### config.mk
export PLATFORM = sky130hd
export DESIGN_NAME = run_detect_ctrl
export DESIGN_NICKNAME = d
export VERILOG_FILES = /design/src/rtl/run_detect_ctrl.sv
export SDC_FILE = /design/constraint.sdc
export NUM_CORES = 1
export LEC_CHECK = 0
export ABC_AREA = 1
export CAP_MARGIN = 20
export CORE_MARGIN = 4
export CORE_UTILIZATION = 36
export CTS_BUF_LIST = sky130_fd_sc_hd__clkbuf_16
export DETAILED_ROUTE_END_ITERATION = 8
export PLACE_DENSITY = 0.65
export SLEW_MARGIN = 10
export SYNTH_ARGS = -nofsm -noshare
export SYNTH_HDL_FRONTEND = slang
export SYNTH_SLANG_ARGS = --single-unit
### constraint.sdc
create_clock -name CLK -period 4.1 [get_ports CLK]
set_input_delay 0.41 -clock CLK [delete_from_list [all_inputs] [get_ports CLK]]
set_output_delay 0.41 -clock CLK [all_outputs]
set_load 0.02 [all_outputs]
### src/rtl/run_detect_ctrl.sv
// ---------------------------------------------------------------------------
// run_detect_ctrl
//
// Sequences a programmable run-length detector on a serial bit stream.
// START arms scanning and latches the run length (clamped to at least 2) and
// the polarity mode. STOP disarms it. Each qualifying run of equal bits is
// reported once through a valid/ack handshake. The block also keeps a
// saturating event counter and a sticky overrun flag.
//
// Ports:
//   CLK        system clock, rising edge
//   RESET      asynchronous, active-low reset
//   START      arm pulse (accepted only in IDLE without STOP)
//   STOP       disarm pulse
//   RUN_LEN    required run length, sampled on an accepted START
//   MODE       00 ones only, 01 zeros only, 1x either polarity
//   IN         serial data bit
//   EVT_ACK    consumer acknowledge of the pending event
//   EVT_VALID  event pending
//   EVT_POL    polarity of the reported run (1 = ones)
//   EVT_COUNT  detections since START, saturating
//   OVERRUN    sticky, an event arrived while one was still pending
//   BUSY       controller is not IDLE
// ---------------------------------------------------------------------------
module run_detect_ctrl #(
    parameter int CNT_W = 4,
    parameter int EVT_W = 8
) (
    input  logic             CLK,
    input  logic             RESET,
    input  logic             START,
    input  logic             STOP,
    input  logic [CNT_W-1:0] RUN_LEN,
    input  logic [1:0]       MODE,
    input  logic             IN,
    input  logic             EVT_ACK,
    output logic             EVT_VALID,
    output logic             EVT_POL,
    output logic [EVT_W-1:0] EVT_COUNT,
    output logic             OVERRUN,
    output logic             BUSY
);

    typedef enum logic [1:0] {
        IDLE  = 2'd0,
        PRIME = 2'd1,
        SCAN  = 2'd2,
        DRAIN = 2'd3
    } state_t;

    localparam logic [CNT_W-1:0] ONE     = CNT_W'(1);
    localparam logic [CNT_W-1:0] MIN_LEN = CNT_W'(2);
    localparam logic [EVT_W-1:0] CNT_MAX = '1;

    state_t           state, state_nxt;
    logic [CNT_W-1:0] len, len_nxt;
    logic [CNT_W-1:0] run_cnt, run_cnt_nxt;
    logic [1:0]       mode, mode_nxt;
    logic             prev_bit, prev_bit_nxt;
    logic             fired, fired_nxt;
    logic             evt_valid_nxt, evt_pol_nxt, overrun_nxt;
    logic [EVT_W-1:0] evt_count_nxt;

    logic same_bit, pol_ok, detect, ack_pending;

    // All state lives here; BUSY is decoded from the next state so it is a
    // clean registered output aligned with the state register.
    always_ff @(posedge CLK or negedge RESET) begin
        if (!RESET) begin
            state     <= IDLE;
            len       <= '0;
            run_cnt   <= '0;
            mode      <= '0;
            prev_bit  <= 1'b0;
            fired     <= 1'b0;
            EVT_VALID <= 1'b0;
            EVT_POL   <= 1'b0;
            EVT_COUNT <= '0;
            OVERRUN   <= 1'b0;
            BUSY      <= 1'b0;
        end else begin
            state     <= state_nxt;
            len       <= len_nxt;
            run_cnt   <= run_cnt_nxt;
            mode      <= mode_nxt;
            prev_bit  <= prev_bit_nxt;
            fired     <= fired_nxt;
            EVT_VALID <= evt_valid_nxt;
            EVT_POL   <= evt_pol_nxt;
            EVT_COUNT <= evt_count_nxt;
            OVERRUN   <= overrun_nxt;
            BUSY      <= (state_nxt != IDLE);
        end
    end

    // Next-state and datapath. A detection is the edge where the run counter
    // reaches len; since the counter saturates at len, this happens at most
    // once per run, and 'fired' additionally guards against a refire.
    always_comb begin
        state_nxt     = state;
        len_nxt       = len;
        run_cnt_nxt   = run_cnt;
        mode_nxt      = mode;
        prev_bit_nxt  = prev_bit;
        fired_nxt     = fired;
        evt_valid_nxt = EVT_VALID;
        evt_pol_nxt   = EVT_POL;
        evt_count_nxt = EVT_COUNT;
        overrun_nxt   = OVERRUN;

        same_bit    = (IN == prev_bit);
        pol_ok      = mode[1] | (mode[0] ? ~IN : IN);
        ack_pending = EVT_VALID & EVT_ACK;
        detect      = (state == SCAN) && !STOP && same_bit && !fired &&
                      (run_cnt == (len - ONE)) && pol_ok;

        case (state)
            IDLE: begin
                if (START && !STOP) begin
                    state_nxt     = PRIME;
                    len_nxt       = (RUN_LEN < MIN_LEN) ? MIN_LEN : RUN_LEN;
                    mode_nxt      = MODE;
                    evt_count_nxt = '0;
                    overrun_nxt   = 1'b0;
                    evt_valid_nxt = 1'b0;
                    evt_pol_nxt   = 1'b0;
                end
            end

            PRIME: begin
                if (STOP) begin
                    state_nxt = IDLE;
                end else begin
                    prev_bit_nxt = IN;
                    run_cnt_nxt  = ONE;
                    fired_nxt    = 1'b0;
                    state_nxt    = SCAN;
                end
            end

            SCAN: begin
                if (STOP) begin
                    // The sample of this cycle is discarded; only a pending
                    // event that is not acked right now keeps us busy.
                    if (ack_pending) begin
                        evt_valid_nxt = 1'b0;
                    end
                    state_nxt = (EVT_VALID && !EVT_ACK) ? DRAIN : IDLE;
                end else begin
                    if (same_bit) begin
                        if (run_cnt != len) begin
                            run_cnt_nxt = run_cnt + ONE;
                        end
                    end else begin
                        run_cnt_nxt  = ONE;
                        fired_nxt    = 1'b0;
                        prev_bit_nxt = IN;
                    end

                    if (detect) begin
                        fired_nxt = 1'b1;
                        if (EVT_COUNT != CNT_MAX) begin
                            evt_count_nxt = EVT_COUNT + 1'b1;
                        end
                        // An ack on the same edge frees the slot for the new event.
                        if (!EVT_VALID || EVT_ACK) begin
                            evt_valid_nxt = 1'b1;
                            evt_pol_nxt   = IN;
                        end else begin
                            overrun_nxt = 1'b1;
                        end
                    end else if (ack_pending) begin
                        evt_valid_nxt = 1'b0;
                    end
                end
            end

            DRAIN: begin
                if (EVT_ACK) begin
                    evt_valid_nxt = 1'b0;
                    state_nxt     = IDLE;
                end
            end

            default: begin
                state_nxt = IDLE;
            end
        endcase
    end

endmodule

* Yosys cells after proc, flatten, opt, wreduce, memory -nomap -nowiden *
Cells that the tools add are included.

operators by class
  add/sub/neg operators = 3
  multiply operators = 0
  divide/modulo/power cells = 0
  order comparisons = 1
  eq/ne operators = 19
  shifts and indexed selects = 0
  muxes and demuxes = 42
  bitwise gates (word level) = 3
  reductions and logical operators = 25

operators with widths
  cell                                                        count
  2-to-1 mux 8 bit                                            4
  2-to-1 mux 1 bit                                            20
  2-to-1 mux 4 bit                                            5
  one-hot mux 8 bit (2 select lines)                          1
  AND reduction 4 bit                                         4
  AND reduction 5 bit                                         3
  != test 2 bit, second input constant                        7
  2-to-1 mux 2 bit                                            5
  adder 8 x 1 -> 8 bit, second input constant                 1
  != test 8 bit, second input constant                        1
  one-hot mux 1 bit (2 select lines)                          4
  one-hot mux 2 bit (4 select lines)                          1
  one-hot mux 4 bit (2 select lines)                          1
  logical AND 1 bit                                           7
  nonzero test 2 bit                                          3
  adder 4 x 1 -> 4 bit, second input constant                 1
  equality test 2 bit, second input constant                  2
  equality test 4 bit                                         1
  zero test 1 bit                                             4
  less-than comparator 4 x 2 -> 1 bit, second input constant  1
  != test 2 x 1 -> 1 bit, second input constant               2
  != test 4 x 3 -> 1 bit, second input constant               1
  != test 4 bit                                               1
  subtractor 4 x 1 -> 4 bit, second input constant            1
  other kinds (12)                                            12

word-level totals
  register bits = 26
  bits in latches = 0
  memory bits (writable) = 0
  memory bits (read-only) = 0
  input bits = 12
  word-level logic and storage cells = 104
  memories = 0

* Longest topological paths before layout *
  depth after elaboration = 9
  depth in mapped cells = 12

* Least setup slack after synthesis *
OpenSTA, ideal clock, no wires.

  path type = register to register
  start = register len[0]
  end = register EVT_POL
  setup time = 0.117 ns
  arrival time = 1.456 ns
  slack = 2.527 ns
  cell stages (with the launch flop) = 13
  buffers on the path = 1
  period minus slack after synthesis = 1.573 ns
  path through = dfrtp_1 -> inv_2 -> ha_1 -> nor2_1 -> nor2_1 -> nand3_1 -> nor2_1 -> nand2_2 -> nand2_4 -> buf_6 -> nand2_1 -> nand2_1 -> nand2_1

between the ends
  word-level cells in the longest chain between the ends = 6

ends and longest elaborated chain
  element                               line  text
  start, declared                       56    logic [CNT_W-1:0] len, len_nxt;
  start signal, assigned                83    len <= len_nxt;
  subtractor 4 x 1 -> 4 bit             115   (run_cnt == (len - ONE)) && pol_ok;
  equality test 4 bit                   115
  logical AND 1 bit                     114   detect = (state == SCAN) && !STOP && same_bit && !fired &&
  logical AND 1 bit                     115
  != test 2 bit (no source line)        --
  AND reduction 5 bit (no source line)  --
  end signal, assigned                  89    EVT_POL <= evt_pol_nxt;
  end, declared                         38    output logic EVT_POL,

Every way passes these cells.
A chain may end at the register's enable or synchronous reset.

* Worst setup path after layout *
  start = register state[0]
  end = register EVT_COUNT[6]

between the ends
  word-level cells in the longest chain between the ends = 8
  elaborated cells between the ends (all ways) = 14

ends and longest elaborated chain
  element                               line      text
  start, declared                       55        state_t state, state_nxt;
  start signal, assigned                82        state <= state_nxt;
  equality test 2 bit                   114, 117
  logical AND 1 bit (4 in a row)        114
  logical AND 1 bit                     115
  != test 2 bit (no source line)        --
  AND reduction 5 bit (no source line)  --
  end signal, assigned                  90        EVT_COUNT <= evt_count_nxt;
  end, declared                         39        output logic [EVT_W-1:0] EVT_COUNT,

Parallel ways exist; a longest one is shown, timed or not.

==> results.json <==
{
  "power.share.switching": 0.417,
  "insertedDiodeCount": 0,
  "max_clock_freq_ghz": 0.462,
  "cts.path.max_buffers": 2,
  "synth_top_area_cell": "sky130_fd_sc_hd__dfrtp_1",
  "unrepaired_setup_endpoints_after_global_routing": "no",
  "cts_made_buffers": 3,
  "first_global_vias": 1432,
  "groute.usage.overall": 0.130,
  "max-cap-violations": 0,
  "drt-wirelength-per-cell_um": 11.1,
  "via_count": 1554,
  "worst_ep_arrival_time_ps": 2320,
  "routed_wirelength_um": 3530,
  "static-leakage-power_nw": 1.03,
  "postSynthAreaPerCell_sq_um": 7.00,
  "grt.met1_usage": 0.174,
  "met2_usage": 0.207,
  "critical_path.endpoint_type": "register",
  "timing.final.crit_period_ps": 2160,
  "placer_congestion": 0.873,
  "synth_area_sq_um": 1690,
  "floorplan.die.height_um": 76.5,
  "p_per_area_nw_per_um2": 619,
  "timing.max_slew.rel_slack": 0.650,
  "detail_route.drc_violations": 0,
  "crit_path_end": "EVT_COUNT[6]",
  "drt_first_pass_iters": 5,
  "crit_path_start_kind": "register",
  "globalRouteMet3Util": 0.0201,
  "layout-area-overhead-vs-synth_pct": 22.8,
  "timing_worst_setup_path_type": "reg2reg",
  "pwr-share-seq": 0.316,
  "grt_overflow_total": 0,
  "design.core.area_sq_um": 4440,
  "quantity_of_i_o_buffers_inserted_on_ports": 23,
  "ys_ff_latch": 26,
  "grt_start_max_net_pins": 16,
  "root_buf_cell": "sky130_fd_sc_hd__clkbuf_16",
  "worst_max_slew_pin_slew_ps": 523,
  "fill_cells": 461,
  "multi_input_gate_area_sq_um": 906,
  "tritoncts": "done",
  "rr_worst_depth": 11,
  "post_synth_main_area_contributors": "sky130_fd_sc_hd__dfrtp_1 39%, sky130_fd_sc_hd__nand2_1 19%, sky130_fd_sc_hd__nand3_1 6.5%, sky130_fd_sc_hd__ha_1 5.9%, sky130_fd_sc_hd__inv_1 4.9%",
  "ports": 24,
  "outcome": "finished clean",
  "netlist.area_leader.share": 0.385,
  "placementRows": 24,
  "ctsHtreeMaxLevel": 1,
  "critPathLaunch": "state[0]",
  "drt_iter0_drc": 60,
  "finalSetupViolations": 0,
  "finalHoldViolCount": 0,
  "max-vdd-ir-drop_mv": 0.256,
  "timing.critical_path.fanout_max": 12,
  "layout.nets": 287,
  "final.setup.tns_ps": 0,
  "ctsHoldBuffers": 0,
  "postCtsSetupRepairBufs": 0,
  "worst_hold_path_type": "reg2reg",
  "initial_utilization": 0.380,
  "fin_crit_sh": 0.527,
  "clkSlewWorstSetupHoldPaths_ps": 70,
  "pwr-share-comb": 0.461,
  "global_route_wire_length_before_repair_um": 6310,
  "worstReg2RegEnd": "EVT_COUNT[6]",
  "clockPowerShare": 0.223,
  "grt_antenna_before_repair": 0,
  "layout.cell_area.non_filler_sq_um": 2070,
  "synth.net_count": 261,
  "syn-instance-count": 241,
  "synth_cell_type_count": 25,
  "placement.cell_area_sq_um": 1970,
  "drtAntennaViolNets": 0,
  "critPathRequiredTime_ps": 4260,
  "net-switching-power_w": 0.000535,
  "dpl.hpwl_um": 2760,
  "reg2reg_from": "state[0]",
  "post_route_cells_drive_above_1_share": 0.0714,
  "clock-skew-final_ps": 2.09,
  "die_area_sq_um": 5850,
  "drv_slew": 0,
  "drt-vias-per-instance": 4.89,
  "dieWidth_um": 76.5,
  "clkSinkCount": 26,
  "seqCellArea_sq_um": 651,
  "latest_clock_arrival_within_the_worst_skew_pair_ps": 260,
  "grt_busiest_layer": "met2",
  "yosys_warnings": 0,
  "ff2ff_setup_slack_ps": 1940,
  "postCtsResizedCells": 0,
  "internal_power_w": 0.000747,
  "synth_sequential_area_ratio": 0.385
}
-- worst max-delay path, cell delays in order, from the launching register on --
cell and delay, ps:
sky130_fd_sc_hd__dfrtp_1 450, sky130_fd_sc_hd__inv_1 110, sky130_fd_sc_hd__ha_1 470, sky130_fd_sc_hd__nand2_1 190, sky130_fd_sc_hd__nor2_4 190, sky130_fd_sc_hd__nand2_2 90
sky130_fd_sc_hd__nor2_4 90, sky130_fd_sc_hd__nand2_2 80, sky130_fd_sc_hd__nand2_4 130, sky130_fd_sc_hd__nand2_2 120, sky130_fd_sc_hd__nand2_1 80, sky130_fd_sc_hd__nand2_1 50
-- final cells by class --
cell class	count	share of cell area
Clock buffer	3	0.0362
Clock inverter	1	0.0145
Inverter	29	0.0525
Multi-Input combinational cell	183	0.437
Sequential cell	26	0.314
Tap cell	52	0.0314
Timing Repair Buffer	24	0.115
-- metrics by stage --
| step | std cells | utilization | power, W | hold WS, ps | worst slack (ps) |
|---|---|---|---|---|---|
| after detailed placement | 314 | 0.443 | 0.00100 | 459 | 1950 |
| final | 318 | 0.466 | 0.00128 | 473 | 1940 |
| after global placement | 314 | 0.443 | 0.000998 | 454 | 1990 |
| after floorplan | 241 | - | 0.000842 | 114 | 2530 |
| after CTS | 318 | 0.466 | 0.00130 | 476 | 1930 |
| after global routing | 318 | 0.466 | 0.00140 | 491 | 1690 |
-- Yosys cell counts --
| library cell | number |
|---|---|
| sky130_fd_sc_hd__a21oi_1 | 3 |
| sky130_fd_sc_hd__and2_1 | 1 |
| sky130_fd_sc_hd__and3_1 | 1 |
| sky130_fd_sc_hd__buf_4 | 1 |
| sky130_fd_sc_hd__buf_6 | 1 |
| sky130_fd_sc_hd__clkbuf_1 | 1 |
| sky130_fd_sc_hd__dfrtp_1 | 26 |
| sky130_fd_sc_hd__ha_1 | 8 |
| sky130_fd_sc_hd__inv_1 | 22 |
| sky130_fd_sc_hd__inv_2 | 7 |
| sky130_fd_sc_hd__nand2_1 | 86 |
| sky130_fd_sc_hd__nand2_2 | 4 |
| sky130_fd_sc_hd__nand2_4 | 1 |
| sky130_fd_sc_hd__nand3_1 | 22 |
| sky130_fd_sc_hd__nand3b_1 | 3 |
| sky130_fd_sc_hd__nand4_1 | 5 |
| sky130_fd_sc_hd__nor2_1 | 21 |
| sky130_fd_sc_hd__nor2_4 | 2 |
| sky130_fd_sc_hd__nor3_1 | 2 |
| sky130_fd_sc_hd__o211ai_1 | 1 |
| sky130_fd_sc_hd__o21a_1 | 1 |
| sky130_fd_sc_hd__o21ai_0 | 15 |
| sky130_fd_sc_hd__o21ai_1 | 2 |
| sky130_fd_sc_hd__o311ai_0 | 1 |
| sky130_fd_sc_hd__xor2_1 | 4 |
-- layout by cell type, fill, tap and decap left out --
cell type / netlist / layout
sky130_fd_sc_hd__o21ai_0: 15 / 15
sky130_fd_sc_hd__buf_4: 1 / 1
sky130_fd_sc_hd__ha_1: 8 / 8
sky130_fd_sc_hd__nand2_2: 4 / 4
sky130_fd_sc_hd__clkbuf_16: 0 / 3
sky130_fd_sc_hd__a21oi_1: 3 / 3
sky130_fd_sc_hd__o21ai_1: 2 / 2
sky130_fd_sc_hd__o311ai_0: 1 / 1
sky130_fd_sc_hd__dfrtp_1: 26 / 26
sky130_fd_sc_hd__nand2_4: 1 / 1
sky130_fd_sc_hd__xor2_1: 4 / 4
sky130_fd_sc_hd__inv_2: 7 / 7
sky130_fd_sc_hd__nand3b_1: 3 / 3
sky130_fd_sc_hd__nand3_1: 22 / 22
sky130_fd_sc_hd__nor2_4: 2 / 2
sky130_fd_sc_hd__bufinv_16: 0 / 1
sky130_fd_sc_hd__nor3_1: 2 / 2
sky130_fd_sc_hd__nor2_1: 21 / 21
sky130_fd_sc_hd__o211ai_1: 1 / 1
sky130_fd_sc_hd__nand4_1: 5 / 5
sky130_fd_sc_hd__and2_1: 1 / 1
sky130_fd_sc_hd__and3_1: 1 / 1
sky130_fd_sc_hd__o21a_1: 1 / 1
sky130_fd_sc_hd__nand2_1: 86 / 86
sky130_fd_sc_hd__inv_1: 22 / 22
sky130_fd_sc_hd__clkdlybuf4s50_1: 0 / 23
-- logic make-up after synthesis --
kind of cell | synth area share
and+or+nand+nor | 0.383
buffers and inverters | 0.0778
DFF | 0.385
AOI/OAI and AO/OA | 0.0734
adders and majority gates | 0.0593
xor gates and xnor gates | 0.0208
-- metal layers --
| layer | routed length (um) | part of all wire |
|---|---|---|
| met5 | 0 | 0 |
| met4 | 65 | 0.018 |
| met3 | 134 | 0.038 |
| met2 | 1560 | 0.44 |
| met1 | 1770 | 0.50 |
-- sequential cells by signal, summed over array words and instances, names as in the netlist --
| signal | cells |
|---|---|
| prev_bit | 1 |
| EVT_VALID | 1 |
| EVT_POL | 1 |
| mode | 2 |
| len | 4 |
| EVT_COUNT | 8 |
| run_cnt | 4 |
| state | 2 |
| BUSY | 1 |
| fired | 1 |
| OVERRUN | 1 |
-- how the worst min path moves through the flow --
stage | from | end | slack [ps] | cells past startpoint
after CTS | fired | fired | 480 | 2
after global placement | fired | fired | 450 | 2
final | fired | fired | 470 | 2
after detailed placement | fired | fired | 460 | 2
after global routing | fired | fired | 490 | 2
after floorplan | RESET | BUSY | 110 | 0
-- power by group through the flow --
stage | clock network (W) | logic, W | registers, W
6_report | 0.000286 | 0.000592 | 0.000405
3_3_place_gp | 0 | 0.000590 | 0.000408
5_1_grt | 0.000303 | 0.000681 | 0.000419
2_1_floorplan | 0 | 0.000420 | 0.000422
4_1_cts | 0.000296 | 0.000598 | 0.000405
3_5_place_dp | 0 | 0.000595 | 0.000409
Power figures use the tool's default switching activity.
